### config.mk
export PLATFORM = sky130hd
export DESIGN_NAME = medidor_periodo
export DESIGN_NICKNAME = d
export VERILOG_FILES = /design/src/rtl/medidor_periodo.sv
export SDC_FILE = /design/constraint.sdc
export NUM_CORES = 1
export LEC_CHECK = 0
export CAP_MARGIN = 20
export CORE_MARGIN = 2
export CORE_UTILIZATION = 45
export CTS_CLUSTER_SIZE = 24
export DETAILED_ROUTE_END_ITERATION = 16
export DONT_BUFFER_PORTS = 1
export SYNTH_ARGS = -nofsm -noshare
export SYNTH_HDL_FRONTEND = slang
export SYNTH_SLANG_ARGS = --single-unit
### constraint.sdc
create_clock -name clk -period 6.3 [get_ports clk]
set_input_delay 1.26 -clock clk [delete_from_list [all_inputs] [get_ports clk]]
set_output_delay 1.26 -clock clk [all_outputs]
set_load 0.005 [all_outputs]
### src/rtl/medidor_periodo.sv
// -----------------------------------------------------------------------------
// medidor_periodo
//
// Period meter for a slow, free-running square wave (typically the output of
// one of the clock dividers). The monitored signal is brought into the clk
// domain through a two-flop synchroniser. A rising-edge detector then drives a
// small FSM that counts clk cycles between consecutive rising edges.
//
// Each completed measurement is published on `periodo` together with a
// one-cycle strobe. A tolerance flag tells whether the measurement lies within
// +/-TOLERANCIA of PERIODO_ESPERADO. A timeout level is raised when no edge
// arrives for LIMITE_TIMEOUT cycles.
//
// Parameters
//   LARGURA          width of the period counter and of `periodo`
//   PERIODO_ESPERADO nominal period, in clk cycles
//   TOLERANCIA       maximum allowed absolute deviation from the nominal period
//   LIMITE_TIMEOUT   cycles without an edge before timeout
//                    (2 <= LIMITE_TIMEOUT < 2**LARGURA)
//
// Ports
//   clk            in   system clock, all logic on its rising edge
//   reset          in   synchronous, active-high reset
//   sinal_in       in   monitored signal, asynchronous to clk
//   periodo        out  last measured period, in clk cycles
//   periodo_valido out  one-cycle strobe when `periodo` updates
//   periodo_ok     out  level, last measurement within tolerance
//   timeout        out  level, input considered stopped
// -----------------------------------------------------------------------------
module medidor_periodo #(
  parameter int LARGURA          = 16,
  parameter int PERIODO_ESPERADO = 128,
  parameter int TOLERANCIA       = 2,
  parameter int LIMITE_TIMEOUT   = 1023
) (
  input  logic               clk,
  input  logic               reset,
  input  logic               sinal_in,
  output logic [LARGURA-1:0] periodo,
  output logic               periodo_valido,
  output logic               periodo_ok,
  output logic               timeout
);

  // ---------------------------------------------------------------------------
  // Constants
  // ---------------------------------------------------------------------------
  // The tolerance arithmetic is done one bit wider than the counter. The
  // subtraction can then never wrap, whatever the relation between the
  // counter value and the nominal period.
  localparam logic [LARGURA:0]   ESPERADO_EXT = (LARGURA+1)'(PERIODO_ESPERADO);
  localparam logic [LARGURA:0]   TOL_EXT      = (LARGURA+1)'(TOLERANCIA);
  localparam logic [LARGURA-1:0] LIMITE       = LARGURA'(LIMITE_TIMEOUT);
  localparam logic [LARGURA-1:0] UM           = LARGURA'(1);

  typedef enum logic [1:0] {
    ST_VAZIO,    // after reset: waiting for the first edge to start counting
    ST_MEDINDO,  // counting cycles since the last edge
    ST_TIMEOUT   // input stalled; waiting for an edge to restart
  } estado_t;

  // ---------------------------------------------------------------------------
  // Synchroniser and rising-edge detector
  // ---------------------------------------------------------------------------
  logic s1;
  logic s2;
  logic ant;
  logic borda;

  // NOTE: every clocked register uses non-blocking assignments (<=). All
  // flops then sample their inputs from before the edge, so the three-stage
  // shift below behaves as a chain, not as a wire.
  always_ff @(posedge clk) begin
    if (reset) begin
      s1  <= 1'b0;
      s2  <= 1'b0;
      ant <= 1'b0;
    end else begin
      s1  <= sinal_in;
      s2  <= s1;
      ant <= s2;
    end
  end

  // s1/s2 form the metastability filter. `ant` is the previous s2 value, used
  // only for edge detection, so it never sees a metastable value.
  assign borda = s2 & ~ant;

  // ---------------------------------------------------------------------------
  // Tolerance check on the count that would be published this cycle
  // ---------------------------------------------------------------------------
  logic [LARGURA-1:0] contador;
  logic [LARGURA:0]   contador_ext;
  logic [LARGURA:0]   desvio;
  logic               dentro_tol;

  assign contador_ext = {1'b0, contador};
  assign desvio       = (contador_ext >= ESPERADO_EXT) ? (contador_ext - ESPERADO_EXT)
                                                       : (ESPERADO_EXT - contador_ext);
  assign dentro_tol   = (desvio <= TOL_EXT);

  // ---------------------------------------------------------------------------
  // FSM: state register
  // ---------------------------------------------------------------------------
  estado_t estado;
  estado_t estado_nxt;

  always_ff @(posedge clk) begin
    if (reset) begin
      estado <= ST_VAZIO;
    end else begin
      estado <= estado_nxt;
    end
  end

  // ---------------------------------------------------------------------------
  // FSM: next state and next values of the counter and registered outputs
  // ---------------------------------------------------------------------------
  logic [LARGURA-1:0] contador_nxt;
  logic [LARGURA-1:0] periodo_nxt;
  logic               valido_nxt;
  logic               ok_nxt;
  logic               timeout_nxt;

  // NOTE: every signal driven here gets a default value first. This lets no
  // branch leave a signal unassigned, which would otherwise infer a latch.
  always_comb begin
    estado_nxt   = estado;
    contador_nxt = contador;
    periodo_nxt  = periodo;
    valido_nxt   = 1'b0;
    ok_nxt       = periodo_ok;
    timeout_nxt  = timeout;

    unique case (estado)
      ST_VAZIO: begin
        // The first edge only opens a measurement; nothing is reported.
        if (borda) begin
          estado_nxt   = ST_MEDINDO;
          contador_nxt = UM;
        end
      end

      ST_MEDINDO: begin
        // An edge takes priority over the limit check. A period of exactly
        // LIMITE_TIMEOUT is therefore reported normally.
        if (borda) begin
          periodo_nxt  = contador;
          valido_nxt   = 1'b1;
          ok_nxt       = dentro_tol;
          contador_nxt = UM;
        end else if (contador == LIMITE) begin
          estado_nxt  = ST_TIMEOUT;
          timeout_nxt = 1'b1;
          ok_nxt      = 1'b0;
        end else begin
          contador_nxt = contador + UM;
        end
      end

      ST_TIMEOUT: begin
        // The period spanning the stall is meaningless. The edge therefore
        // only restarts counting and clears the timeout; there is no strobe.
        if (borda) begin
          estado_nxt   = ST_MEDINDO;
          contador_nxt = UM;
          timeout_nxt  = 1'b0;
        end
      end

      default: begin
        estado_nxt = ST_VAZIO;
      end
    endcase
  end

  // ---------------------------------------------------------------------------
  // Counter and output registers
  // ---------------------------------------------------------------------------
  always_ff @(posedge clk) begin
    if (reset) begin
      contador       <= '0;
      periodo        <= '0;
      periodo_valido <= 1'b0;
      periodo_ok     <= 1'b0;
      timeout        <= 1'b0;
    end else begin
      contador       <= contador_nxt;
      periodo        <= periodo_nxt;
      periodo_valido <= valido_nxt;
      periodo_ok     <= ok_nxt;
      timeout        <= timeout_nxt;
    end
  end

endmodule

==> impl_metrics.toml, run 1 <==
[run_status]
status = "completed"

[clock_tree]
htreeDepth = 2
clockBufferDepth = 2
post_cts_resize_count = 0
cts.clk_slew.worst_paths_ns = 0.07
root_buffer = "clkbuf_8"
postCtsHoldBufs = 0
cts.sinks = 40
clock_latency_ns = 0.30
cts_made_buffers = 5
tritoncts = "built"
postCtsSetupBuffers = 0

[yosys]
synth_edf_count = 0
synthTopCellsByArea = "dfxtp_1 38%, nand2_1 8.4%, a21oi_1 6.2%, nor2_1 4.3%, ha_1 4.2%"
yosysTopAreaCellShare = 0.381
netlist_top_cells_count = "47 x nand2_1, 40 x dfxtp_1, 26 x a21oi_1"
syn-cell-area_um2 = 2100
synth_top_area_cell = "dfxtp_1"
avgSynthCellArea_um2 = 7.87
async_flop_share = 0
yosysUniqueCellTypes = 45
synth_most_common_cell = "nand2_1"
ys_seq_area_frac = 0.381
ys_ff_latch = 40
synthesis.nets = 277
ys.flop_type = "dfxtp_1"
synth_cells = 267
ys_warn_count = 0

[global_route]
grt_usage = 0.198
grt_pass1_vias = 1616
overflow = 0
antenna_found_initial = 0
grt_start_max_net_pins = 30
grt_pass1_wl_um = 7940

[detailed_routing]
viasPerCell = 5.80
ant_nets = 0
drt-total-wl_um = 4830
drtIter0Drc = 196
wl_per_cell_um = 15.5
vias = 1803
drcViolationCount = 0
dr.pass1.iters = 4

[setup_path]
critPathLaunchType = "flip-flop"
worst_setup_path_end_kind = "flip-flop"
path_class = "flip-flop to flip-flop"
cp_data_required_time_ns = 6.48
endpoint = "periodo_ok"
cp_max_fo = 9
reg2reg_from = "contador[0]"
r2r_cells = 8
worstPathArrival_ns = 2.80
r2r_end = "periodo_ok"
reg2reg_slack_ns = 3.68
critPathLaunch = "contador[0]"

[power_and_ir_drop]
leakagePower_nw = 0.758
peakVddDrop_uv = 142
power_density_nw_per_um2 = 218

[floorplan]
die-area_um2 = 5230
die_x_um = 72.3
core_area_um2 = 4410
io_pins = 22
start_util = 0.476
rows = 24
die_h_um = 72.3

[job]
maxCapViolCount = 0

[timing]
maxSlewViolCount = 0
relSlewSlack = 0.523
worst_pin_slew_ns = 0.709
rsz0062_at_grt = "false"
fin_skew_ns = 0.00911
finalWorstSetupSlack_ns = 3.68
fin_crit_ns = 2.62
hold_violations = 0
fmax_mhz = 381
fin_setup_tns_ns = 0
period_share = 0.416
setup_viol = 0

[cells_and_area]
drive_gt1_frac = 0.0579
num_antenna_cells = 0
final_nets = 268
syn2layout_area_growth_pct = 5.48

[place]
dp_hpwl_um = 3320
io_buffers = 0
post-place-ws_ns = 3.73
gp_congestion = 0.902

[min_path]
holdPathStages = 1
hold_class = "flip-flop to flip-flop"
-- state kept, by name (all words and copies together), names as in the netlist --
register / cells
periodo_ok: 1
estado: 2
periodo: 16
contador: 16
timeout: 1
periodo_valido: 1
s2: 1
ant: 1
s1: 1
-- worst max-delay path, stage by stage (launching register included) --
cell,delay [ns]
dfxtp_1,0.40
inv_1,0.12
ha_1,0.21
nor3b_1,0.51
nand4_1,0.33
nand2_1,0.27
mux2_2,0.35
o21ai_1,0.20
o31ai_1,0.11
-- final cells by class --
class / instances / area (µm²)
Tap cell: 52 / 65.1
Inverter: 8 / 30.0
Clock inverter: 3 / 42.5
Clock buffer: 5 / 68.8
Fill cell: 452 / 2200
Multi-Input combinational cell: 202 / 1200
Timing Repair Buffer: 1 / 5.00
Sequential cell: 40 / 801
-- cell usage in the layout (no fill, tap or decap), drive strengths merged, types with 7 or more instances in the layout --
| cell | n |
|---|---|
| ha | 7 |
| o21ai | 10 |
| nand2 | 47 |
| nand3 | 7 |
| nor2 | 24 |
| dfxtp | 40 |
| nor2b | 8 |
| xor2 | 8 |
| inv | 8 |
| nand4 | 8 |
| a21oi | 26 |
-- report_power, final --
group,internal (mW),switching [mW],leakage (nW)
sequential,0.254,0.00251,0.323
clock,0.117,0.0914,0.0541
combinational,0.00721,0.0113,0.380
-- through the flow --
stage / area [µm²] / util / hold slack, ns / instances / power, mW
final: 2220 / 0.502 / 0.442 / 311 / 0.484
after global placement: 2100 / 0.476 / 0.418 / 302 / 0.281
after floorplan: 2100 / - / 0.414 / 267 / 0.280
after CTS: 2210 / 0.501 / 0.446 / 310 / 0.489
after global routing: 2220 / 0.502 / 0.454 / 311 / 0.503
after detailed placement: 2100 / 0.476 / 0.427 / 302 / 0.281
-- worst min-delay path by stage --
stage | from | end | slack (ns)
global placement | s1 | s2 | 0.42
detailed placement | s1 | s2 | 0.43
CTS | s1 | s2 | 0.45
global route | s1 | s2 | 0.45
finish | s1 | s2 | 0.44
floorplan | s1 | s2 | 0.41
-- logic make-up after synthesis --
| logic type | Yosys count | share of synthesized area |
|---|---|---|
| and+or+nand+nor | 122 | 0.297 |
| AOI/OAI and AO/OA | 59 | 0.174 |
| DFF | 40 | 0.381 |
| buffers and inverters | 25 | 0.0458 |
| xor gates and xnor gates | 12 | 0.0500 |
| adders and majority gates | 7 | 0.0417 |
| muxes | 2 | 0.0101 |
-- metal layers --
layer,share of wire,global-route usage,up-vias
met4,0.013,0.0860,0
met1,0.50,0.265,841
li1,-,-,915
met5,0,0,-
met2,0.44,0.306,40
met3,0.043,0.0431,7
Note: power is estimated with default switching activity, not from simulation.
==> run 2: changes to the inputs <==
==> constraint.sdc (replaced) <==
create_clock -name clk -period 2.25 [get_ports clk]
set_input_delay 0.45 -clock clk [delete_from_list [all_inputs] [get_ports clk]]
set_output_delay 0.45 -clock clk [all_outputs]
set_load 0.005 [all_outputs]
==> run 2 against run 1 <==
Cell count rose by 7.4%; clock skew decreased by 0.0028 ns; critical path type unchanged; global-route usage increased by 1.7 points.
==> impl_metrics.toml, run 2 (synthesis results as in run 1) <==
[cells_and_area]
top_regs = "contador x16, periodo x16, estado x2"
num_antenna_cells = 0
syn2layout_area_growth_pct = 13.9
final_nets = 291
final_cell_mix = "47 x nand2_1, 38 x dfxtp_1, 26 x a21oi_1"
drive_gt1_frac = 0.142
layout_commonest_cell = "nand2_1"
final_cell_area_um2 = 2390

[clock_tree]
cts.clk_slew.worst_paths_ns = 0.08
clockBufferDepth = 2
htreeDepth = 2
clock_latency_ns = 0.30
root_buffer = "clkbuf_8"
tritoncts = "built"
cts_made_buffers = 5
cts.sinks = 40

[floorplan]
io_pins = 22
die_h_um = 72.3
die_x_um = 72.3
core_area_um2 = 4410
die-area_um2 = 5230
start_util = 0.476
rows = 24

[global_route]
grt_pass1_wl_um = 8780
overflow = 0
grt_start_max_net_pins = 30
grt_pass1_vias = 1804
grt_usage = 0.215
antenna_found_initial = 0

[setup_path]
worstPathArrival_ns = 2.30
path_class = "flip-flop to flip-flop"
crit_chain = "inv_1 > ha_1 > nor3b_1 > buf_4 > a41oi_1 > a211oi_1 > nor4_1 > nand4_1 > o31ai_1"
critPathSlowestCell = "dfxtp_2"
cpPeakStageDelay_ns = 0.42
cp_data_required_time_ns = 2.47
critPathTopFamily = "simple AND/OR/NAND/NOR gates"
crit_buf_inv = 2
critPathLaunchType = "flip-flop"
worst_setup_path_end_kind = "flip-flop"
cp_max_fo = 9

[power_and_ir_drop]
power_density_nw_per_um2 = 577
leakagePower_nw = 0.876
fin_total_pwr_mw = 1.38
peakVddDrop_uv = 293

[detailed_routing]
ant_nets = 0
drt-total-wl_um = 5220
viasPerCell = 5.69
vias = 1902
dr.pass1.iters = 4
drcViolationCount = 0
drtIter0Drc = 176
wl_per_cell_um = 15.6

[place]
gp_congestion = 0.982
post-place-ws_ns = 0.0930
io_buffers = 0
dpl_cell_area_um2 = 2270
dp_hpwl_um = 3780

[job]
maxCapViolCount = 0

[timing]
fin_setup_tns_ns = 0
worst_pin_slew_ns = 0.573
finalWorstSetupSlack_ns = 0.172
relSlewSlack = 0.617
rsz0062_at_grt = "false"
setup_viol = 0
fin_crit_ns = 2.08
fmax_mhz = 481
fin_skew_ns = 0.00628
maxSlewViolCount = 0
period_share = 0.923
holdWs_ns = 0.210
hold_violations = 0

[run_status]
status = "completed"

[min_path]
hold_class = "primary input to flip-flop"
[run 2: changes by cell type in the layout (fill, tap and decap cells not counted)]
cell / delta
dfxtp_2: +2
buf_4: +24
clkbuf_2: -1
dfxtp_1: -2
[run 2: power breakdown]
group,internal [mW],switching (mW)
clock,0.328,0.272
combinational,0.0267,0.0352
sequential,0.712,0.00707
[run 2: cell type report]
type / instances / area, µm²
clock buffer: 5 / 68.8
clock inverter: 3 / 42.5
fill: 436 / 2020
inverter: 8 / 30.0
multi-input combinational: 202 / 1200
sequential: 40 / 803
tap: 52 / 65.1
timing repair buffer: 24 / 180
[run 2: path summary, 6_finish.rpt]
path,from,to,slack (ns),depth (start not counted)
setup / recovery,contador[0],periodo_ok,0.17,9
hold / removal,reset,periodo[3],0.21,1
setup reg to reg,contador[0],periodo_ok,0.17,9
hold reg to reg,s1,s2,0.44,1
[run 2: routing by layer]
layer / vias to the layer above / GRT usage / part of all wire
met5: - / 0 / 0
met4: 0 / 0.0629 / 0.0088
met3: 7 / 0.0569 / 0.060
met2: 59 / 0.328 / 0.45
met1: 879 / 0.298 / 0.48
li1: 957 / - / -
[run 2: per-stage QoR]
step | instances | util
after floorplan | 267 | -
after global placement | 325 | 0.515
after detailed placement | 325 | 0.515
after CTS | 333 | 0.540
after global routing | 334 | 0.543
final | 334 | 0.543
[run 2: repair_timing]
action / in CTS / in global routing
endpoints found under the setup margin: 0 / 4
gates resized for setup: 0 / 2
buffers inserted: 0 / 1
hold buffers: 0 / 0
[run 2: worst register-to-register path, delay by kind of cell (launching register included)]
family	cells	cell delay (ns)
fa+ha+maj	1	0.24
compound gates	3	0.48
flops	1	0.42
buf+inv	2	0.27
simple gates	3	0.59
==> run 3: changes to the inputs <==
--- a/config.mk
+++ b/config.mk
@@ -11,6 +11,7 @@
 export CTS_CLUSTER_SIZE = 24
 export DETAILED_ROUTE_END_ITERATION = 16
 export DONT_BUFFER_PORTS = 1
+export HOLD_SLACK_MARGIN = 0.12
 export SYNTH_ARGS = -nofsm -noshare
 export SYNTH_HDL_FRONTEND = slang
 export SYNTH_SLANG_ARGS = --single-unit
==> results of run 3 <==
The final DEF is identical to that of run 2; final timing and power are the same.
